`src/rtl/partselect_ctrl_pkg.sv`:
```
// Shared types and defaults for the const_partselect sweep sequencer.
// pack_res fixes the result layout so it matches the datapath wrapper's out_flat.
package partselect_ctrl_pkg;

   localparam int unsigned DEF_DATA_W = 8;
   localparam int unsigned DEF_IDX_W  = 4;
   localparam int unsigned DEF_RES_W  = 8;

   typedef enum logic [1:0] {
      S_IDLE,
      S_RUN,
      S_WAIT,
      S_DONE
   } state_e;

   typedef struct packed {
      logic [3:0] sel1;
      logic [2:0] sel2;
      logic       ovf;
   } res_t;

   function automatic logic [DEF_RES_W-1:0] pack_res(input logic [3:0] sel1,
                                                     input logic [2:0] sel2,
                                                     input logic       ovf);
      res_t r;
      r.sel1 = sel1;
      r.sel2 = sel2;
      r.ovf  = ovf;
      return r;
   endfunction

endpackage

```
`src/rtl/psweep_idx_counter.sv`:
```
// Loadable wrap-around sweep index with terminal compare against the latched end index.
module psweep_idx_counter #(
   parameter int unsigned IDX_W = 4
) (
   input  logic             clk,
   input  logic             rst_n,
   input  logic             load,
   input  logic             inc,
   input  logic [IDX_W-1:0] load_val,
   input  logic [IDX_W-1:0] end_val,
   output logic [IDX_W-1:0] idx,
   output logic             is_last_c
);

   logic [IDX_W-1:0] end_q;

   // Natural overflow of idx gives the modulo-2**IDX_W wrap.
   always_ff @(posedge clk or negedge rst_n) begin
      if (!rst_n) begin
         idx   <= '0;
         end_q <= '0;
      end else if (load) begin
         idx   <= load_val;
         end_q <= end_val;
      end else if (inc) begin
         idx   <= idx + IDX_W'(1);
      end
   end

   assign is_last_c = (idx == end_q);

endmodule

```
`src/rtl/partselect_sweep_ctrl.sv`:
```
// Sequencer for the external const_partselect datapath: sweeps idx over a job's
// range, registers each packed result and streams it out on a valid/ready port.
module partselect_sweep_ctrl
   import partselect_ctrl_pkg::*;
#(
   parameter int unsigned DATA_W = DEF_DATA_W,
   parameter int unsigned IDX_W  = DEF_IDX_W,
   parameter int unsigned RES_W  = DEF_RES_W
) (
   input  logic              clk,
   input  logic              rst_n,
   input  logic              job_valid,
   output logic              job_ready,
   input  logic [DATA_W-1:0] job_data1,
   input  logic [DATA_W-1:0] job_data2,
   input  logic [IDX_W-1:0]  job_idx_start,
   input  logic [IDX_W-1:0]  job_idx_end,
   input  logic              abort,
   output logic [DATA_W-1:0] ps_data1,
   output logic [DATA_W-1:0] ps_data2,
   output logic [IDX_W-1:0]  ps_idx,
   input  logic [3:0]        ps_sel1,
   input  logic [2:0]        ps_sel2,
   input  logic              ps_ovf,
   output logic              res_valid,
   input  logic              res_ready,
   output logic [IDX_W-1:0]  res_idx,
   output logic [RES_W-1:0]  res_flat,
   output logic              res_last,
   output logic [IDX_W:0]    ovf_count,
   output logic              done
);

   localparam logic [IDX_W:0] OVF_MAX = {1'b1, {IDX_W{1'b0}}};

   state_e state_q, state_d;
   logic   job_take;
   logic   step_cap;
   logic   res_hs;
   logic   abort_hit;
   logic   cnt_inc;
   logic   is_last_c;

   psweep_idx_counter #(.IDX_W(IDX_W)) u_idx_counter (
      .clk       (clk),
      .rst_n     (rst_n),
      .load      (job_take),
      .inc       (cnt_inc),
      .load_val  (job_idx_start),
      .end_val   (job_idx_end),
      .idx       (ps_idx),
      .is_last_c (is_last_c)
   );

   // Next-state and per-cycle strobes; abort overrides any transition out of RUN/WAIT.
   always_comb begin
      state_d   = state_q;
      job_take  = 1'b0;
      step_cap  = 1'b0;
      res_hs    = 1'b0;
      abort_hit = 1'b0;
      cnt_inc   = 1'b0;
      unique case (state_q)
         S_IDLE: begin
            if (job_valid && job_ready) begin
               job_take = 1'b1;
               state_d  = S_RUN;
            end
         end
         S_RUN: begin
            if (abort) begin
               abort_hit = 1'b1;
               state_d   = S_IDLE;
            end else begin
               step_cap = 1'b1;
               state_d  = S_WAIT;
            end
         end
         S_WAIT: begin
            res_hs = res_valid && res_ready;
            if (abort) begin
               abort_hit = 1'b1;
               state_d   = S_IDLE;
            end else if (res_hs) begin
               if (res_last) begin
                  state_d = S_DONE;
               end else begin
                  cnt_inc = 1'b1;
                  state_d = S_RUN;
               end
            end
         end
         S_DONE: begin
            state_d = S_IDLE;
         end
         default: begin
            state_d = S_IDLE;
         end
      endcase
   end

   always_ff @(posedge clk or negedge rst_n) begin
      if (!rst_n) begin
         state_q   <= S_IDLE;
         job_ready <= 1'b0;
         done      <= 1'b0;
         ps_data1  <= '0;
         ps_data2  <= '0;
         res_valid <= 1'b0;
         res_idx   <= '0;
         res_flat  <= '0;
         res_last  <= 1'b0;
         ovf_count <= '0;
      end else begin
         state_q   <= state_d;
         job_ready <= (state_d == S_IDLE);
         done      <= (state_d == S_DONE);
         if (job_take) begin
            ps_data1  <= job_data1;
            ps_data2  <= job_data2;
            ovf_count <= '0;
         end
         if (abort_hit) begin
            res_valid <= 1'b0;
            res_last  <= 1'b0;
         end else if (step_cap) begin
            res_flat  <= RES_W'(pack_res(ps_sel1, ps_sel2, ps_ovf));
            res_idx   <= ps_idx;
            res_last  <= is_last_c;
            res_valid <= 1'b1;
            if (ps_ovf && (ovf_count != OVF_MAX)) begin
               ovf_count <= ovf_count + (IDX_W+1)'(1);
            end
         end else if (res_hs) begin
            res_valid <= 1'b0;
         end
      end
   end

   // A job never has more than 2**IDX_W steps, so saturation must never engage.
   ovf_never_saturates: assert property (@(posedge clk) disable iff (!rst_n)
      !(step_cap && ps_ovf && (ovf_count == OVF_MAX)));

endmodule

```
`config.mk`:
```
export PLATFORM = sky130hd
export DESIGN_NAME = partselect_sweep_ctrl
export DESIGN_NICKNAME = d
export VERILOG_FILES = /design/src/rtl/partselect_ctrl_pkg.sv /design/src/rtl/psweep_idx_counter.sv /design/src/rtl/partselect_sweep_ctrl.sv
export SDC_FILE = /design/constraint.sdc
export NUM_CORES = 1
export LEC_CHECK = 0
export ABC_AREA = 1
export CAP_MARGIN = 25
export CORE_MARGIN = 2
export CORE_UTILIZATION = 40
export CTS_BUF_LIST = sky130_fd_sc_hd__clkbuf_4 sky130_fd_sc_hd__clkbuf_8 sky130_fd_sc_hd__clkbuf_16
export CTS_CLUSTER_SIZE = 28
export DETAILED_ROUTE_END_ITERATION = 10
export PLACE_DENSITY = 0.86
export SYNTH_ARGS = -nofsm -noshare
export SYNTH_HDL_FRONTEND = slang
export SYNTH_SLANG_ARGS = --single-unit
export TNS_END_PERCENT = 100
```
`constraint.sdc`:
```
create_clock -name clk -period 1.15 [get_ports clk]
set_input_delay 0.23 -clock clk [delete_from_list [all_inputs] [get_ports clk]]
set_output_delay 0.23 -clock clk [all_outputs]
set_load 0.02 [all_outputs]
```
# ---- Yosys cells after proc, flatten, opt, wreduce, memory -nomap -nowiden
# Cells that the tools add are included.
dict set report word_totals {
  elab_cells 59
  output_inout_bits 41
  in_bits 37
  register_bits 47
}
dict set report classes {
  eq_ne 6
  addsub 2
  reduce_logical 10
  n_bitwise 1
  n_mux 28
}
# cell n
set op_table {}
lappend op_table {{$mux 5} 4}
lappend op_table {{$mux 1} 16}
lappend op_table {{$mux 2} 5}
lappend op_table {{$mux 4} 2}
lappend op_table {{$pmux 2 s4} 1}
lappend op_table {{$eq 2x2->1 const B} 3}
lappend op_table {{$add 5x1->5 const B} 1}
lappend op_table {{$ne 5x5->1 const B} 1}
lappend op_table {{$add 4x1->4 const B} 1}
lappend op_table {{$eq 4x4->1} 1}
lappend op_table {{$logic_not 2->1} 2}
lappend op_table {{$reduce_bool 2->1} 2}
lappend op_table {{$logic_and 1x1->1} 3}
lappend op_table {{$reduce_bool 3->1} 1}
lappend op_table {{$eq 2x1->1 const B} 1}
lappend op_table {{$reduce_and 2->1} 1}
lappend op_table {{$reduce_or 2->1} 1}
lappend op_table {{$not 1->1} 1}

# ---- Depth between registers and ports, before layout
dict set report depth {
  ltp_word 7
  depth_mapped 9
  ltp_nobuf 9
}

# ---- Modules after synthesis
# From an unflattened synthesis, not the netlist that was laid out.
dict set report unflattened {
  cells_unflattened 258
  area_unflattened_um2 2168.3
}
# mod cells_each area_per_inst_um2 n_inst seq_area_each_um2
set modules_own_cells {}
lappend modules_own_cells {partselect_sweep_ctrl 204 1731.7 1 975.9}
lappend modules_own_cells {psweep_idx_counter 54 436.7 1 200.2}

# ---- Least setup slack after synthesis
# OpenSTA, ideal clock, no wires.
dict set report synth_path {
  path_type {register to register}
  start {reg u_idx_counter.idx[0]}
  end {reg u_idx_counter.idx[2]}
  arrival_time_ps 1219
  path_slack_ps -186
  path_stages_with_launch 7
  setup_ps 117
  t_required_ps 1033
  synth_period_minus_slack_ps 1336
  path_buffers 0
  cell_sequence {dfrtp_1 -> ha_1 -> or2_2 -> nand3_1 -> nand2_1 -> nand2_1 -> nand2_1}
}
dict set report synth_between {
  elab_chain_cells 3
}
# element line
set synth_rtl {}
lappend synth_rtl {{from (decl)} psweep_idx_counter.sv:11} ;# output logic [IDX_W-1:0] idx,
lappend synth_rtl {{from (signal assigned)} psweep_idx_counter.sv:23} ;# idx <= load_val;
lappend synth_rtl {{from (signal assigned)} psweep_idx_counter.sv:26} ;# idx <= idx + IDX_W'(1);
lappend synth_rtl {{$add 4x1->4} psweep_idx_counter.sv:26}
lappend synth_rtl {{$mux 4} psweep_idx_counter.sv:25} ;# end else if (inc) begin
lappend synth_rtl {{$mux 4} psweep_idx_counter.sv:22} ;# end else if (load) begin
# No other way between the ends. The select of a mux whose other input is x is not followed.
# A chain may end at the register's enable or synchronous reset.

# ---- Final worst setup path
dict set report layout_path {
  start {reg state_q[0]}
  end {reg u_idx_counter.end_q[0]}
}
dict set report layout_between {
  elab_chain_cells 2
}
# element line
set layout_rtl {}
lappend layout_rtl {{from (decl)} partselect_sweep_ctrl.sv:36} ;# state_e state_q, state_d;
lappend layout_rtl {{from (signal assigned)} partselect_sweep_ctrl.sv:115} ;# state_q <= state_d;
lappend layout_rtl {{$logic_not 2->1} partselect_sweep_ctrl.sv:63} ;# unique case (state_q)
lappend layout_rtl {{$mux 1} partselect_sweep_ctrl.sv:63}
lappend layout_rtl {{to (signal assigned)} psweep_idx_counter.sv:24} ;# end_q <= end_val;
lappend layout_rtl {{to (decl)} psweep_idx_counter.sv:15} ;# logic [IDX_W-1:0] end_q;
# No other way between the ends.

==> results by group <==
Worst hold path
  • Min-delay worst type: input pin to async pin

Synth
  • Combinational family with the most area after synthesis: simple AND/OR/NAND/NOR gates
  • Post-Synth XOR/XNOR Area: under 10%
  • Area contributors post-synth: dfrtp_1 53%, nand2_1 22%, ha_1 4.0%
  • Post-Syn Instances: 260
  • Area share of the largest cell type after synthesis: roughly 53%
  • Unique masters post-synth: 22
  • Yosys reg bits: 47
  • Adder-Cell Fraction of Synth Area: 3.98%
  • Simple-Gate Fraction of Synth Area: between 30% and 40%
  • Syn Nets: slightly above 300
  • Complex-gate fraction of the synthesized area: under 10%
  • Top cell type by total area after synthesis: dfrtp_1
  • Mux contribution to synthesized area: 0%
  • Mapped Avg Cell Area: 8.46 um^2
  • Mapped Area: about 0.0022 mm^2
  • Sequential share of the synthesized area: a little over half
  • Total number of yosys warnings: 0

Worst setup path
  • Setup CP Type: register to register
  • CP Data Arrival Time: 1510 ps
  • CP Launch Type: register
  • R2R depth: 6
  • Slowest Stage Delay on Critical Path: 420 ps
  • R2r startpoint: state_q[0]
  • FF-to-FF End: u_idx_counter.end_q[0]
  • Worst-path cell chain: inv_2 -> ha_4 -> inv_6 -> nor2_8 -> clkbuf_16 -> o21ai_1
  • WP data required: around 1300 ps
  • R2R setup slack: -170 ps
  • Max Fanout on Critical Path: 6
  • Worst path top cell family by delay: flip-flops
  • CP bufs+invs: 3
  • Slowest-stage cell, CP: dfrtp_1
  • Critical path endpoint category: register

Cells and area
  • Area of the multi-input gates: 0.00109 mm^2
  • Layout cells sized above 1: 38.9%
  • Core Util, Final: between 60 and 70%
  • Register area: roughly 0.0012 mm^2
  • Antenna Cells: 0
  • Area delta synth->final: 62.3%
  • Layout net count: ~420
  • Commonest non-fill, non-tap cell in the layout: nand2_1
  • Leading cell types in the layout, fill and taps excluded: 106 x nand2_1, 45 x dfrtp_1, 38 x buf_2
  • Filler cells: between 400 and 500

Clock tree
  • CTS max path bufs: 2
  • TritonCTS Buffers: 5
  • Htree depth: 2
  • CTS Sinks: between 40 and 50
  • Worst-Skew Late Latency: about 300 ps
  • Clock transition at path regs: approximately 80 ps
  • Clock Tree Root: clkbuf_8
  • CTS tree: done

Route
  • DRC: 0
  • Number of detailed-route iterations in the first pass: 4
  • DR vias: 2097
  • Wire length per cell: ~13 um
  • Routed Antenna Nets: 0
  • Post-Route WL: 6020 um
  • Initial DRC Count: approximately 100
  • Vias per cell: ~4.7

Pwr
  • P per Cell Area: around 2500 mW/mm^2
  • P_sw: around 3.8 mW
  • Sw Share: 42.2%
  • Clock network power share: between 10% and 20%
  • Total power after layout: 8.93 mW
  • Comb pwr share: a little over half
  • Worst vdd ir: between 1 and 1.5 mV
  • Seq pwr share: a little under a third
  • Int Power: ~5.2 mW
  • Lkg Pwr: about 1.9 nW

Job
  • Max Cap Viol: 0

Timing
  • Final-report max-slew violation count: 0
  • Skew final: 10.2 ps
  • RSZ-0062 raised after global routing: yes
  • Final Hold Vio Count: 0
  • Setup-failing EPs final: 46
  • Fin crit period: ~1300 ps
  • Fin worst setup slack: -172 ps
  • Final period util: 115%
  • Least-Margin Pin Slew: 297 ps
  • FMAX: around 760 MHz
  • Hold WS: roughly 430 ps
  • Max transition margin: 80.0%

Placement
  • Port buffer count: 77
  • Detailed Place HPWL: roughly 4000 um
  • Gpl congestion: between 0.8 and 0.9

Global route
  • Initial antenna violation count: 0
  • First-pass GRT wire length: 9130 um
  • GRT Resource Usage Total: 19.0%
  • GRT overflow: 0
  • Vias in the first global route: 2024
  • Largest net degree at the start of global routing: between 40 and 50

Die
  • Die area: ~0.0061 mm^2
  • Die W: between 70 and 80 um
  • Site Rows: 26
  • Starting Density: around 42%
  • Core Region: about 0.0052 mm^2
  • Die Height: 78.2 um
  • IO Pins: about 80

Status
  • Status: finished, violations left
  • Failing checks: setup timing
-- layer usage --
metal  part of all wire, %  GRT usage, %
met5                     0             0
met4                  0.88          5.44
met3                   5.4          5.29
met2                    52          33.4
met1                    42          22.6
-- per-stage QoR --
stage | std cells | setup WS [ps] | instance area, um^2 | setup TNS (ps)
after floorplan | 260 | -83.4 | 2260 | -886
after global placement | 431 | -264 | 3330 | -11120
after detailed placement | 431 | -311 | 3330 | -12030
after CTS | 445 | -148 | 3400 | -4370
after global routing | 450 | -196 | 3570 | -6860
final | 450 | -172 | 3570 | -5270
-- sequential cells by signal (all words and copies together), names as in the netlist --
register             count
res_flat                 8
res_idx                  4
u_idx_counter.idx        4
res_last                 1
job_ready                1
u_idx_counter.end_q      4
res_valid                1
state_q                  2
ovf_count                5
done                     1
ps_data2                 8
ps_data1                 8
-- worst register-to-register path, cell delays in order, from the launching register on --
cell and delay (ps):
dfrtp_1 420, inv_2 130, ha_4 190, inv_6 60, nor2_8 180, clkbuf_16 190
o21ai_1 60
-- Yosys cell counts (all sizes together) --
library cell	count
xnor2	2
nand2	131
inv	22
a21oi	1
dfrtp	47
ha	7
o21ai	13
buf	6
nor2	9
or2	1
nand3	17
nand3b	1
nand4	1
xor2	2
-- kinds of logic after synthesis --
kind of cell,count (synthesis)
AND/OR/NAND/NOR,160
flip-flops,47
buffers and inverters,28
AO/OA/AOI/OAI,14
adder cells (fa/ha/maj),7
XOR/XNOR,4
-- power by group through the flow --
stage	sequential [mW]	combinational [mW]	clock (mW)
2_1_floorplan	3.55	1.67	0
3_3_place_gp	2.78	4.54	0
3_5_place_dp	2.80	4.69	0
4_1_cts	2.78	4.44	1.25
5_1_grt	2.88	5.35	1.31
6_report	2.80	4.90	1.23
-- how the worst max path moves through the flow --
stage | startpoint | to | cells past startpoint
after floorplan | state_q[0] | u_idx_counter.idx[2] | 9
after global placement | job_valid | u_idx_counter.idx[3] | 8
after detailed placement | job_valid | ps_data1[5] | 7
after CTS | state_q[1] | u_idx_counter.end_q[2] | 7
after global routing | state_q[0] | u_idx_counter.end_q[0] | 6
final | state_q[0] | u_idx_counter.end_q[0] | 6
-- cell type report --
| class | instances | area share, % |
|---|---|---|
| Timing Repair Buffer | 116 | 28.0 |
| Tap cell | 70 | 2.45 |
| Inverter | 22 | 2.66 |
| Clock inverter | 2 | 1.05 |
| Clock buffer | 6 | 2.14 |
| Multi-Input combinational cell | 187 | 30.7 |
| Sequential cell | 47 | 33.0 |
-- timing repair --
item | in CTS | in global routing
gates resized for setup | 188 | 35
buffers inserted | 3 | 2
endpoints found under the hold margin | 47 | 0
hold buffers | 1 | 0
pin swaps | 7 | 21
endpoints found under the setup margin | 88 | 52
cloned | 2 | 3
No activity file was read; power rests on OpenSTA's default activity.
